## config.mk

```make
export PLATFORM = sky130hd
export DESIGN_NAME = imem_stream_loader
export DESIGN_NICKNAME = d
export VERILOG_FILES = /design/src/rtl/imem_loader_pkg.sv /design/src/rtl/imem_word_packer.sv /design/src/rtl/imem_stream_loader.sv
export SDC_FILE = /design/constraint.sdc
export NUM_CORES = 1
export LEC_CHECK = 0
export BUFFER_PORTS_ARGS = -buffer_cell sky130_fd_sc_hd__buf_2
export CORE_MARGIN = 10
export CORE_UTILIZATION = 41
export CTS_CLUSTER_DIAMETER = 40
export CTS_CLUSTER_SIZE = 12
export DETAILED_ROUTE_END_ITERATION = 12
export MAX_ROUTING_LAYER = met4
export PLACE_DENSITY = 0.66
export SYNTH_ARGS = -nofsm -noshare
export SYNTH_HDL_FRONTEND = slang
export SYNTH_SLANG_ARGS = --single-unit
```

## constraint.sdc

```tcl
create_clock -name clk -period 4.3 [get_ports clk]
set_input_delay 0.645 -clock clk [delete_from_list [all_inputs] [get_ports clk]]
set_output_delay 0.645 -clock clk [all_outputs]
set_load 0.05 [all_outputs]
```

## src/rtl/imem_loader_pkg.sv

```systemverilog
// ============================================================================
// Module      : imem_loader_pkg
// Description : Shared state encoding and defaults for the instruction-memory
//               stream loader.
// Revision    : 1.0 - initial release
// ============================================================================
`default_nettype none

package imem_loader_pkg;

    localparam int IM_ADDR_W_DEFAULT = 12;

    typedef enum logic [2:0] {
        ST_LOAD  = 3'd0,
        ST_WRITE = 3'd1,
        ST_CHECK = 3'd2,
        ST_DONE  = 3'd3,
        ST_ERR   = 3'd4
    } state_t;

endpackage

`default_nettype wire

```

## src/rtl/imem_word_packer.sv

```systemverilog
// ============================================================================
// Module      : imem_word_packer
// Description : Packs big-endian bytes into words; flags word completion and
//               an image that ends on a partial word.
// Revision    : 1.0 - initial release
// ============================================================================
`default_nettype none

module imem_word_packer #(
    parameter int BYTE_W = 8
) (
    input  logic                clk,
    input  logic                rstn,
    input  logic                i_clear,
    input  logic                i_accept,
    input  logic [BYTE_W-1:0]   i_data,
    input  logic                i_last,
    output logic                o_word_done,
    output logic                o_partial,
    output logic [4*BYTE_W-1:0] o_word,
    output logic                o_word_last
);

    localparam int WORD_W = 4 * BYTE_W;

    logic [1:0]        r_cnt;
    logic [WORD_W-1:0] r_buf;
    logic              r_last;

    // Both strobes are combinational so the FSM can leave LOAD on the accepting edge.
    assign o_word_done = i_accept && (r_cnt == 2'd3);
    assign o_partial   = i_accept && i_last && (r_cnt != 2'd3);
    assign o_word      = r_buf;
    assign o_word_last = r_last;

    always_ff @(posedge clk or negedge rstn) begin
        if (!rstn) begin
            r_cnt  <= '0;
            r_buf  <= '0;
            r_last <= 1'b0;
        end else if (i_clear) begin
            r_cnt  <= '0;
            r_buf  <= '0;
            r_last <= 1'b0;
        end else if (i_accept) begin
            r_buf <= {r_buf[WORD_W-BYTE_W-1:0], i_data};
            r_cnt <= r_cnt + 2'd1;
            if (r_cnt == 2'd3) begin
                r_last <= i_last;
            end
        end
    end

endmodule

`default_nettype wire

```

## src/rtl/imem_stream_loader.sv

```systemverilog
// ============================================================================
// Module      : imem_stream_loader
// Description : Loads a byte stream into instruction memory from word 0 up and
//               holds the CPU in reset until the image is complete.
//               Optional macro IMEM_LOADER_CHECKSUM_EN: last word is a checksum.
// Revision    : 1.0 - initial release
// ============================================================================
`default_nettype none

module imem_stream_loader
    import imem_loader_pkg::*;
#(
    parameter int IM_ADDR_W = IM_ADDR_W_DEFAULT,
    parameter int BYTE_W    = 8
) (
    input  logic                 clk,
    input  logic                 rstn,
    input  logic                 in_valid,
    output logic                 in_ready,
    input  logic [BYTE_W-1:0]    in_data,
    input  logic                 in_last,
    input  logic                 reload,
    output logic                 im_we,
    output logic [IM_ADDR_W-1:0] im_addr,
    output logic [31:0]          im_wdata,
    output logic                 cpu_rstn,
    output logic                 done,
    output logic                 err,
    output logic [IM_ADDR_W:0]   words_loaded
);

    localparam logic [IM_ADDR_W:0] C_WORDS_FULL = {1'b0, {IM_ADDR_W{1'b1}}};

    state_t            r_state;
    state_t            w_next;
    logic [IM_ADDR_W:0] r_words;
    logic              r_done;
    logic              r_err;
    logic              r_cpu_rstn;
    logic              w_accept;
    logic              w_restart;
    logic              w_word_done;
    logic              w_partial;
    logic              w_word_last;
    logic [31:0]       w_word;

    assign in_ready  = rstn && (r_state == ST_LOAD);
    assign w_accept  = in_valid && in_ready;
    assign w_restart = reload && ((r_state == ST_DONE) || (r_state == ST_ERR));

    imem_word_packer #(
        .BYTE_W (BYTE_W)
    ) u_packer (
        .clk         (clk),
        .rstn        (rstn),
        .i_clear     (w_restart),
        .i_accept    (w_accept),
        .i_data      (in_data),
        .i_last      (in_last),
        .o_word_done (w_word_done),
        .o_partial   (w_partial),
        .o_word      (w_word),
        .o_word_last (w_word_last)
    );

`ifdef IMEM_LOADER_CHECKSUM_EN
    logic [31:0] r_sum;

    always_ff @(posedge clk or negedge rstn) begin
        if (!rstn) begin
            r_sum <= '0;
        end else if (w_restart) begin
            r_sum <= '0;
        end else if (r_state == ST_WRITE) begin
            r_sum <= r_sum + w_word;
        end
    end
`endif

    always_comb begin
        w_next = r_state;
        case (r_state)
            ST_LOAD: begin
                if (w_partial) begin
                    w_next = ST_ERR;
                end else if (w_word_done) begin
`ifdef IMEM_LOADER_CHECKSUM_EN
                    w_next = in_last ? ST_CHECK : ST_WRITE;
`else
                    w_next = ST_WRITE;
`endif
                end
            end
            ST_WRITE: begin
                // A full memory with more data pending is an overflow.
                if (w_word_last) begin
                    w_next = ST_DONE;
                end else if (r_words == C_WORDS_FULL) begin
                    w_next = ST_ERR;
                end else begin
                    w_next = ST_LOAD;
                end
            end
`ifdef IMEM_LOADER_CHECKSUM_EN
            ST_CHECK: w_next = (w_word == r_sum) ? ST_DONE : ST_ERR;
`endif
            ST_DONE,
            ST_ERR: begin
                if (w_restart) begin
                    w_next = ST_LOAD;
                end
            end
            default: w_next = ST_LOAD;
        endcase
    end

    always_ff @(posedge clk or negedge rstn) begin
        if (!rstn) begin
            r_state    <= ST_LOAD;
            r_words    <= '0;
            r_done     <= 1'b0;
            r_err      <= 1'b0;
            r_cpu_rstn <= 1'b0;
        end else begin
            r_state    <= w_next;
            r_done     <= (w_next == ST_DONE);
            r_err      <= (w_next == ST_ERR);
            r_cpu_rstn <= (w_next == ST_DONE);
            if (w_restart) begin
                r_words <= '0;
            end else if (r_state == ST_WRITE) begin
                r_words <= r_words + 1'b1;
            end
        end
    end

    assign im_we        = (r_state == ST_WRITE);
    assign im_addr      = r_words[IM_ADDR_W-1:0];
    assign im_wdata     = im_we ? w_word : 32'd0;
    assign cpu_rstn     = r_cpu_rstn;
    assign done         = r_done;
    assign err          = r_err;
    assign words_loaded = r_words;

endmodule

`default_nettype wire

```

==> key figures, run 1 <==
Run status
  • Status: finished clean

Yosys
  • Post-Syn Nets: ~240
  • #FFs+latches synth: between 50 and 60
  • Commonest cells post-synth: dfrtp_1, a22o_1, and2_1
  • Most common cell in the netlist: dfrtp_1
  • Async set-reset flop share out of synthesis: 1.00
  • Synth warn: 0
  • Register area share after synthesis: 0.522
  • Mapped Avg Cell Area: roughly 12 um2
  • Synth area leader: dfrtp_1
  • Largest cells by area after synthesis: dfrtp_1, a22o_1, and2_1, buf_4, xnor2_1
  • Number of synthesized flops with an enable pin: 0
  • Cell Area, Synth: ~0.0025 mm2
  • Top-area cell type share of the netlist area: 0.522
  • Most common flop cell mapped by yosys: dfrtp_1
  • Post-synthesis cell type count: 38
  • Cells after synthesis: between 200 and 250

Timing
  • Setup ws final: 1.35 ns
  • Sum of negative setup slack: 0 ns
  • Max Slew Vio Count: 0
  • # setup viols final: 0
  • Worst-Margin Slew: about 1.1 ns
  • Worst Clk Skew: between 0.007 and 0.008 ns
  • Final Hold Fails: 0
  • Rel. slew slack: 0.272
  • Final Cycle Share: 0.687
  • FMAX: approximately 0.34 GHz
  • Final min period: around 3.0 ns
  • Unrepaired setup endpoints after global routing: no

Power and ir drop
  • Combinational share of power: 0.265
  • VDD IR-drop max: 0.221 mV
  • Clock Power Share: 0.235
  • Pwr Density: between 400 and 500 mW/mm2
  • Leakage power total: 0.00153 uW
  • Internal power consumption: 935 uW
  • Sw Ratio: 0.357
  • Switching Power: about 520 uW
  • Design Power: around 1500 uW
  • Seq pwr share: 0.500

Global routing
  • Grt ovf: 0
  • Initial antenna violation count: 0
  • Vias in the first global route: ~1800
  • GRT Util Overall: 0.117
  • Wire length of the first global-routing pass: slightly above 9000 um
  • Largest net degree at the start of global routing: between 50 and 60

Floorplan
  • Row cnt: 28
  • Placeable Area: roughly 0.0060 mm2
  • Initial Util: 0.426
  • Width of the chip: between 90 and 100 um
  • Die height: 98.7 um
  • IO Pins: 75
  • Die area: 0.00974 mm2

Critical path
  • Crit path DAT: 2.31 ns
  • Crit Reg-Reg Endpoint: u_packer.r_cnt[0]
  • Setup CP Type: reg -> out
  • R2R Path Start: r_state[1]
  • Launch point of the critical path: r_state[0]
  • R2R setup slack: between 1.5 and 2 ns
  • Crit end category: output pin
  • Setup crit start kind: flop
  • WP data required: about 3.7 ns
  • CP Capture Point: im_wdata[18]
  • Crit-path max FO: 36
  • Worst reg-to-reg path cell count: 4

Detailed routing
  • Routed wire per std cell: 16.0 um
  • DRC: 0
  • Initial drt markers: 40
  • Vias: ~1800
  • DRT Pass-1 Iters: 4
  • Routed WL: ~5600 um
  • ANT nets after route: 0
  • Vias/cell: ~5.1

Clocking
  • Clock transition at path regs: roughly 0.090 ns
  • Later-pin clock latency in the skew report: about 0.31 ns
  • Post-CTS Setup Repair Bufs: 0
  • Cts hold-fix bufs: 0
  • Num CTS Buffers: 5
  • Post-CTS sizing: 0
  • CTS tree: yes
  • Deepest clock path buffer count: 2
  • CTS H-tree depth: 2
  • Clk Tree Root Cell: clkbuf_8
  • Sink Count: 53

Finish
  • Share of cells above drive strength 1: 0.333
  • Finished Cell Area: around 0.0029 mm2
  • Diode count: 0
  • Final Non-Filler Cells: 351
  • P&R area growth vs syn: 15.2%
  • Final #Nets: 290

Place
  • Buffers on Ports: 74
  • Placed cell areas: roughly 0.0028 mm2
  • GPL Wtd Cong: 0.783
  • Setup WS pre-CTS: roughly 1.6 ns
  • Post-DP HPWL: 3980 um
  • Inst Count DP: about 340

Min path
  • Worst hold-check path type: in -> async

Flow run
  • Max Cap Viol: 0
kinds of logic after synthesis:
family          share of synthesized area
compound gates                      0.142
xor+xnor                           0.0345
fa+ha+maj                         0.00986
buf+inv                            0.0907
flops                               0.522
mux                                0.0168
simple gates                        0.184
critical path: stages (launching register included):
cell	delay (ns)
dfrtp_1	0.52
nor3b_4	0.95
and2_1	0.25
buf_2	0.27
routing by layer:
| layer | vias up | part of all wire | track usage |
|---|---|---|---|
| met5 | - | 0 | - |
| met4 | 0 | 0.014 | 0.0397 |
| met3 | 5 | 0.044 | 0.0293 |
| met2 | 38 | 0.48 | 0.185 |
| met1 | 878 | 0.46 | 0.142 |
| li1 | 861 | - | - |
sequential cells by signal, indices dropped and copies added, names as in the netlist:
| register | flops |
|---|---|
| u_packer.r_cnt | 2 |
| u_packer.o_word_last | 1 |
| r_state | 3 |
| u_packer.o_word | 32 |
| words_loaded | 13 |
| cpu_rstn | 1 |
| err | 1 |
power by group through the flow:
stage	sequential, uW	clock [uW]	combinational [uW]
3_5_place_dp	736	0	393
3_3_place_gp	730	0	385
6_report	728	342	385
4_1_cts	727	351	393
2_1_floorplan	746	0	299
5_1_grt	747	375	422
layout make-up:
type,count,area (um2)
timing repair buffer,75,378
sequential,53,1330
multi-input combinational,134,988
clock inverter,3,46.3
inverter,6,22.5
fill,591,3030
clock buffer,5,68.8
tap,75,93.8
through the flow:
step | hold slack (ns) | utilization
2_1_floorplan | 0.349 | -
3_3_place_gp | 0.474 | 0.472
3_5_place_dp | 0.477 | 0.472
4_1_cts | 0.485 | 0.491
5_1_grt | 0.502 | 0.491
6_report | 0.462 | 0.491
how the worst min path moves through the flow:
stage                          endpoint  slack, ns  depth (start not counted)
finish                         cpu_rstn       0.46                          2
floorplan                      cpu_rstn       0.35                          0
detailed placement  u_packer.o_word[30]       0.48                          1
global route         u_packer.o_word[1]       0.50                          2
global placement    u_packer.o_word[30]       0.47                          1
CTS                  u_packer.o_word[1]       0.49                          2
cells in the final DEF, fill, tap and decap left out, types with 2 or more instances in the layout:
master / count
mux2_2: 2
nand2_1: 6
nand3_1: 3
inv_1: 6
and2_1: 32
nor2_1: 14
xor2_1: 2
clkbuf_8: 5
mux2i_1: 2
ha_1: 2
nor3b_1: 2
o31ai_1: 2
buf_2: 74
a22o_1: 33
dfrtp_1: 53
nor4_1: 3
nor3_1: 4
nand4_1: 2
xnor2_1: 8
Note: power is estimated with default switching activity, not from simulation.
==> run 2: changes to the inputs <==
==> constraint.sdc (replaced) <==
create_clock -name clk -period 2.74 [get_ports clk]
set_input_delay 0.411 -clock clk [delete_from_list [all_inputs] [get_ports clk]]
set_output_delay 0.411 -clock clk [all_outputs]
set_load 0.05 [all_outputs]
==> run 2 against run 1 <==
Global-route usage rose by 0.48 points. Clock-buffer cell count unchanged. Sequential share of layout area increased by 0.078 points. Die area stayed put. First-iteration DRC count grew to 3.1 times the previous value. Critical path depth up 1. Non-clock buffer count rose by 2. Via count increased by 0.17%. Clock skew grew 0.0018 ns. Routed wire length grew 2.3%. Highest routed layer unchanged.
==> key figures, run 2 (same netlist as run 1, synthesis figures left out) <==
Clocking
  • Post-CTS sizing: 0 (unchanged)
  • Clock transition at path regs: 0.10 ns (was 0.09 ns)
  • CTS H-tree depth: 2 (unchanged)
  • Deepest clock path buffer count: 2 (unchanged)
  • Later-pin clock latency in the skew report: 0.31 ns (about the same)
  • CTS tree: yes (unchanged)
  • Post-CTS Setup Repair Bufs: 0 (unchanged)
  • Num CTS Buffers: 5 (unchanged)
  • Sink Count: 53 (unchanged)
  • Cts hold-fix bufs: 0 (unchanged)
  • Clk Tree Root Cell: clkbuf_8 (unchanged)

Timing
  • Final Cycle Share: 0.818
  • Sum of negative setup slack: 0 ns (unchanged)
  • Worst Clk Skew: 0.00889 ns (was 0.00713 ns)
  • Final Hold Fails: 0 (unchanged)
  • Unrepaired setup endpoints after global routing: no (unchanged)
  • Max Slew Vio Count: 0 (unchanged)
  • Worst-Margin Slew: 0.743 ns (was 1.09 ns)
  • FMAX: between 0.4 and 0.5 GHz
  • Rel. slew slack: 0.503 (was 0.272)
  • Final min period: 2.24 ns
  • # setup viols final: 0 (unchanged)
  • Min Hold Slack: 0.266 ns (was 0.462 ns)

Finish
  • Share of cells above drive strength 1: 0.338 (was 0.333)
  • Most common cell after layout, fill and taps aside: buf_2 (unchanged)
  • P&R area growth vs syn: 15.0% (was 15.2%)
  • Final #Nets: 292 (was 290)
  • Diode count: 0 (unchanged)
  • Number of flip-flops in the largest register: 32 (unchanged)
  • Finished Cell Area: 0.00292 mm2 (about the same)
  • Fillers: 584 (was 591)
  • Most frequent cells in the layout: buf_2, dfrtp_1, a22o_1, and2_1, nor2_1 (unchanged)

Critical path
  • Setup CP Type: reg -> out (unchanged)
  • Launch point of the critical path: r_state[0] (unchanged)
  • Crit end category: output pin (unchanged)
  • Crit-path slowest cell: dfrtp_1 (was nor3b_4)
  • R2R Path Start: r_state[2] (was r_state[1])
  • CP peak stage delay: 0.52 ns (was 0.95 ns)
  • Crit path DAT: 1.83 ns (was 2.31 ns)
  • Crit-path max FO: 36 (unchanged)
  • CP top delay family: buffers and inverters (was simple AND/OR/NAND/NOR gates)
  • Worst Path Buf+Inv: 2 (was 1)
  • WP data required: 2.33 ns (was 3.65 ns)
  • Crit-path cells: nor3b_4, buf_4, and2_1, buf_2 (was nor3b_4, and2_1, buf_2)
  • Setup crit start kind: flop (unchanged)

Floorplan
  • Placeable Area: 0.00596 mm2 (unchanged)
  • Width of the chip: 98.7 um (unchanged)
  • IO Pins: 75 (unchanged)
  • Row cnt: 28 (unchanged)
  • Die height: 98.7 um (unchanged)
  • Die area: 0.00974 mm2 (unchanged)
  • Initial Util: 0.426 (unchanged)

Power and ir drop
  • Leakage power total: 0.00153 uW (about the same)
  • VDD IR-drop max: 0.297 mV (was 0.221 mV)
  • Sw Ratio: 0.374 (was 0.357)
  • Seq pwr share: 0.516 (was 0.500)
  • Switching Power: 826 uW (was 520 uW)
  • Pwr Density: 757 mW/mm2 (was 498 mW/mm2)
  • Clock Power Share: 0.206 (was 0.235)
  • Combinational share of power: 0.278 (was 0.265)
  • Internal power consumption: 1380 uW (was 935 uW)

Place
  • Buffers on Ports: 74 (unchanged)
  • Placed cell areas: 0.00282 mm2 (was 0.00281 mm2)
  • GPL Wtd Cong: 0.801 (was 0.783)
  • Post-DP HPWL: 4100 um (was 3980 um)

Detailed routing
  • DRC: 0 (unchanged)
  • DRT Pass-1 Iters: 4 (unchanged)
  • Vias: 1785 (was 1782)
  • Vias/cell: 5.06 (was 5.08)
  • Routed WL: 5760 um (was 5630 um)
  • Initial drt markers: 123 (was 40)
  • ANT nets after route: 0 (unchanged)
  • Routed wire per std cell: 16.3 um (was 16.0 um)

Global routing
  • Grt ovf: 0 (unchanged)
  • Wire length of the first global-routing pass: 9590 um (was 9280 um)
  • GRT Util Overall: 0.122 (was 0.117)
  • Layer with the highest usage: met2 (unchanged)
  • GRT met3 Usage: 0.0307 (was 0.0293)
  • Vias in the first global route: 1835 (was 1822)
  • Routing usage on met1: 0.153 (was 0.142)
  • Routing usage on met2: 0.186 (was 0.185)
  • Initial antenna violation count: 0 (unchanged)
  • Largest net degree at the start of global routing: 54 (unchanged)

Min path
  • Worst hold-check path type: in -> async (unchanged)

Flow run
  • Max Cap Viol: 0 (unchanged)

Run status
  • Status: finished clean (unchanged)
run 2: cell types whose count changed in the layout (fill, tap and decap cells not counted), sizes merged:
cell      delta
buf          +2
bufinv       -1
clkinv       -1
clkinvlp     +1
inv          +1
run 2: final timing paths:
path                                       end  slack, ns  cells after the start
min in group clk            u_packer.o_word[1]       0.32                      2
max in group asynchronous   u_packer.o_word[0]       2.05                      2
setup / recovery                  im_wdata[31]       0.50                      4
hold / removal             u_packer.o_word[16]       0.27                      2
setup reg to reg             u_packer.r_cnt[0]       0.64                      4
hold reg to reg            u_packer.o_word[24]       0.51                      1
run 2: power groups by stage:
stage / Sequential (uW) / Combinational [uW] / Clock (uW)
5_1_grt: 1170 / 668 / 504
3_5_place_dp: 1160 / 623 / 0
6_report: 1140 / 614 / 455
4_1_cts: 1140 / 625 / 475
3_3_place_gp: 1150 / 606 / 0
2_1_floorplan: 1170 / 469 / 0
run 2: layout make-up:
| cell class | instances | area (um2) | share of cell area |
|---|---|---|---|
| clock buffer | 5 | 68.8 | 0.0236 |
| clock inverter | 3 | 26.3 | 0.00900 |
| inverter | 6 | 22.5 | 0.00772 |
| multi-input combinational | 134 | 988 | 0.339 |
| sequential | 53 | 1330 | 0.454 |
| tap | 75 | 93.8 | 0.0321 |
| timing repair buffer | 77 | 393 | 0.135 |
run 2: per-layer routing:
metal | share of wire | vias to the layer above | routed length (um)
met2 | 0.48 | 44 | 2790
met1 | 0.46 | 871 | 2620
met5 | 0 | - | 0
met3 | 0.048 | 5 | 279
met4 | 0.012 | 0 | 72
li1 | - | 865 | -
run 2: stage by stage:
stage / std cells / worst slack [ns] / util / power [uW]
after floorplan: 220 / 0.309 / - / 1640
after global placement: 345 / 0.657 / 0.474 / 1750
after detailed placement: 345 / 0.608 / 0.474 / 1780
after CTS: 353 / 0.456 / 0.490 / 2240
after global routing: 353 / 0.353 / 0.490 / 2340
final: 353 / 0.500 / 0.490 / 2210
==> run 3: changes to the inputs <==
==> constraint.sdc (replaced) <==
create_clock -name clk -period 2.2 [get_ports clk]
set_input_delay 0.33 -clock clk [delete_from_list [all_inputs] [get_ports clk]]
set_output_delay 0.33 -clock clk [all_outputs]
set_load 0.05 [all_outputs]
==> run 3 against run 2 <==
Register-to-register slack got worse by 0.44 ns. Power rose by 24%. First-iteration DRC count fell by 33%. Via count rose by 0.84%. Critical path type unchanged. Critical endpoint is now im_wdata[15].
==> key figures, run 3 (same netlist as run 1, synthesis figures left out) <==
Global routing
  • Wire length of the first global-routing pass: 9300 um (was 9590 um)
  • Grt ovf: 0 (unchanged)
  • Initial antenna violation count: 0 (unchanged)
  • GRT Util Overall: 0.118 (was 0.122)
  • Vias in the first global route: 1835 (unchanged)
  • Largest net degree at the start of global routing: 54 (unchanged)

Timing
  • Setup ws final: 0.135 ns (was 0.500 ns)
  • # setup viols final: 0 (unchanged)
  • FMAX: approximately 0.48 GHz
  • Worst-Margin Slew: 0.750 ns (was 0.743 ns)
  • Worst Clk Skew: 0.0125 ns (was 0.00889 ns)
  • Final Cycle Share: 0.939
  • Rel. slew slack: 0.499 (was 0.503)
  • Sum of negative setup slack: 0 ns (unchanged)
  • Unrepaired setup endpoints after global routing: no (unchanged)
  • Final Hold Fails: 0 (unchanged)
  • Max Slew Vio Count: 0 (unchanged)
  • Final min period: between 2 and 2.5 ns

Place
  • GPL Wtd Cong: 0.771 (was 0.801)
  • Setup WS pre-CTS: 0.202 ns (was 0.608 ns)
  • Post-DP HPWL: 4000 um (was 4100 um)
  • Buffers on Ports: 74 (unchanged)

Clocking
  • CTS tree: yes (unchanged)
  • Deepest clock path buffer count: 2 (unchanged)
  • CTS H-tree depth: 2 (unchanged)
  • Clock transition at path regs: 0.10 ns (about the same)
  • Clk Tree Root Cell: clkbuf_8 (unchanged)
  • Num CTS Buffers: 5 (unchanged)
  • Sink Count: 53 (unchanged)
  • Later-pin clock latency in the skew report: 0.31 ns (about the same)

Critical path
  • Setup CP Type: reg -> out (unchanged)
  • Crit path DAT: 1.74 ns (was 1.83 ns)
  • Crit-path max FO: 36 (unchanged)
  • Crit-path cells: nor3b_4, buf_8, and2_1, buf_2 (was nor3b_4, buf_4, and2_1, buf_2)
  • Crit end category: output pin (unchanged)
  • R2R setup slack: 0.20 ns (was 0.64 ns)
  • CP peak stage delay: 0.52 ns (about the same)
  • Setup crit start kind: flop (unchanged)
  • Crit-path slowest cell: dfrtp_1 (unchanged)
  • WP data required: 1.87 ns (was 2.33 ns)

Power and ir drop
  • Seq pwr share: 0.515 (was 0.516)
  • Combinational share of power: 0.278 (about the same)
  • VDD IR-drop max: 0.414 mV (was 0.297 mV)
  • Switching Power: 1020 uW (was 826 uW)
  • Internal power consumption: 1730 uW (was 1380 uW)
  • Pwr Density: 936 mW/mm2 (was 757 mW/mm2)
  • Clock Power Share: 0.207 (was 0.206)
  • Design Power: 2750 uW (was 2210 uW)
  • Sw Ratio: 0.372 (was 0.374)
  • Leakage power total: 0.00154 uW (was 0.00153 uW)

Run status
  • Status: finished clean (unchanged)

Floorplan
  • IO Pins: 75 (unchanged)
  • Die area: 0.00974 mm2 (unchanged)
  • Placeable Area: 0.00596 mm2 (unchanged)
  • Row cnt: 28 (unchanged)
  • Die height: 98.7 um (unchanged)
  • Initial Util: 0.426 (unchanged)
  • Width of the chip: 98.7 um (unchanged)

Finish
  • Number of flip-flops in the largest register: 32 (unchanged)
  • Final #Nets: 293 (was 292)
  • Final Util: 0.493 (was 0.490)
  • Most frequent cells in the layout: buf_2, dfrtp_1, a22o_1, and2_1, nor2_1 (unchanged)
  • P&R area growth vs syn: 15.6% (was 15.0%)
  • Share of cells above drive strength 1: 0.344 (was 0.338)
  • Diode count: 0 (unchanged)
  • Reg area: 0.00133 mm2 (about the same)
  • Fillers: 574 (was 584)
  • Most common cell after layout, fill and taps aside: buf_2 (unchanged)
  • Multi-input logic area: 988 um2 (unchanged)

Min path
  • Worst hold-check path type: in -> async (unchanged)

Detailed routing
  • Initial drt markers: 82 (was 123)
  • Vias/cell: 5.08 (was 5.06)
  • ANT nets after route: 0 (unchanged)
  • DRC: 0 (unchanged)
  • Routed WL: 5650 um (was 5760 um)
  • Routed wire per std cell: 16.0 um (was 16.3 um)
  • DRT Pass-1 Iters: 4 (unchanged)
  • Vias: 1800 (was 1785)

Flow run
  • Max Cap Viol: 0 (unchanged)
[run 3: cell types whose count changed in the layout (fill, tap and decap cells not counted), sizes merged]
cell / before / now
clkinv: 0 / 1
clkinvlp: 2 / 1
buf: 77 / 78
[run 3: layout make-up]
type                    instances  share of cell area
multi-input cells             134               0.337
flip-flops and latches         53               0.452
inverters                       6             0.00768
repair buffers                 78               0.139
clock buffers                   5              0.0235
well taps                      75              0.0320
clock inverters                 3             0.00853
[run 3: metrics by stage]
stage	hold WS (ns)	area [um2]	instances
6_report	0.170	2930	354
2_1_floorplan	0.0344	2540	220
5_1_grt	0.224	2930	354
3_5_place_dp	0.475	2830	346
3_3_place_gp	0.477	2830	346
4_1_cts	0.189	2930	354
[run 3: final timing paths]
path                                     start                   to  cells after the start
max                                 r_state[1]         im_wdata[15]                      4
min                                       rstn     words_loaded[11]                      2
max reg2reg                         r_state[2]    u_packer.r_cnt[0]                      4
min reg2reg                u_packer.o_word[24]  u_packer.o_word[24]                      1
max in group asynchronous                 rstn           r_state[0]                      2
min in group clk                    in_data[3]   u_packer.o_word[3]                      2
[run 3: routing by layer]
metal | up-vias | share of wire | global-route usage | wire length [um]
li1 | 870 | - | - | -
met1 | 871 | 0.46 | 0.149 | 2630
met2 | 53 | 0.47 | 0.178 | 2640
met3 | 6 | 0.054 | 0.0314 | 305
met4 | 0 | 0.013 | 0.0430 | 73
met5 | - | 0 | - | 0
[run 3: power groups by stage]
| stage | Clock, uW | Sequential (uW) | Combinational (uW) |
|---|---|---|---|
| 2_1_floorplan | 0 | 1460 | 585 |
| 3_3_place_gp | 0 | 1420 | 759 |
| 3_5_place_dp | 0 | 1430 | 772 |
| 4_1_cts | 587 | 1410 | 773 |
| 5_1_grt | 624 | 1460 | 833 |
| 6_report | 569 | 1410 | 764 |
[run 3: timing repair]
| item | CTS | global route |
|---|---|---|
| gates resized for setup | 0 | 3 |
| setup buffers | 0 | 0 |
| hold buffers | 0 | 0 |
| setup endpoints to repair | 0 | 32 |
| endpoints found under the hold margin | 0 | 0 |
[run 3: worst max-delay path, delay by kind of cell (launching register included)]
kind,cells,cell delay (ns)
buffers and inverters,2,0.49
DFF,1,0.52
and+or+nand+nor,2,0.42
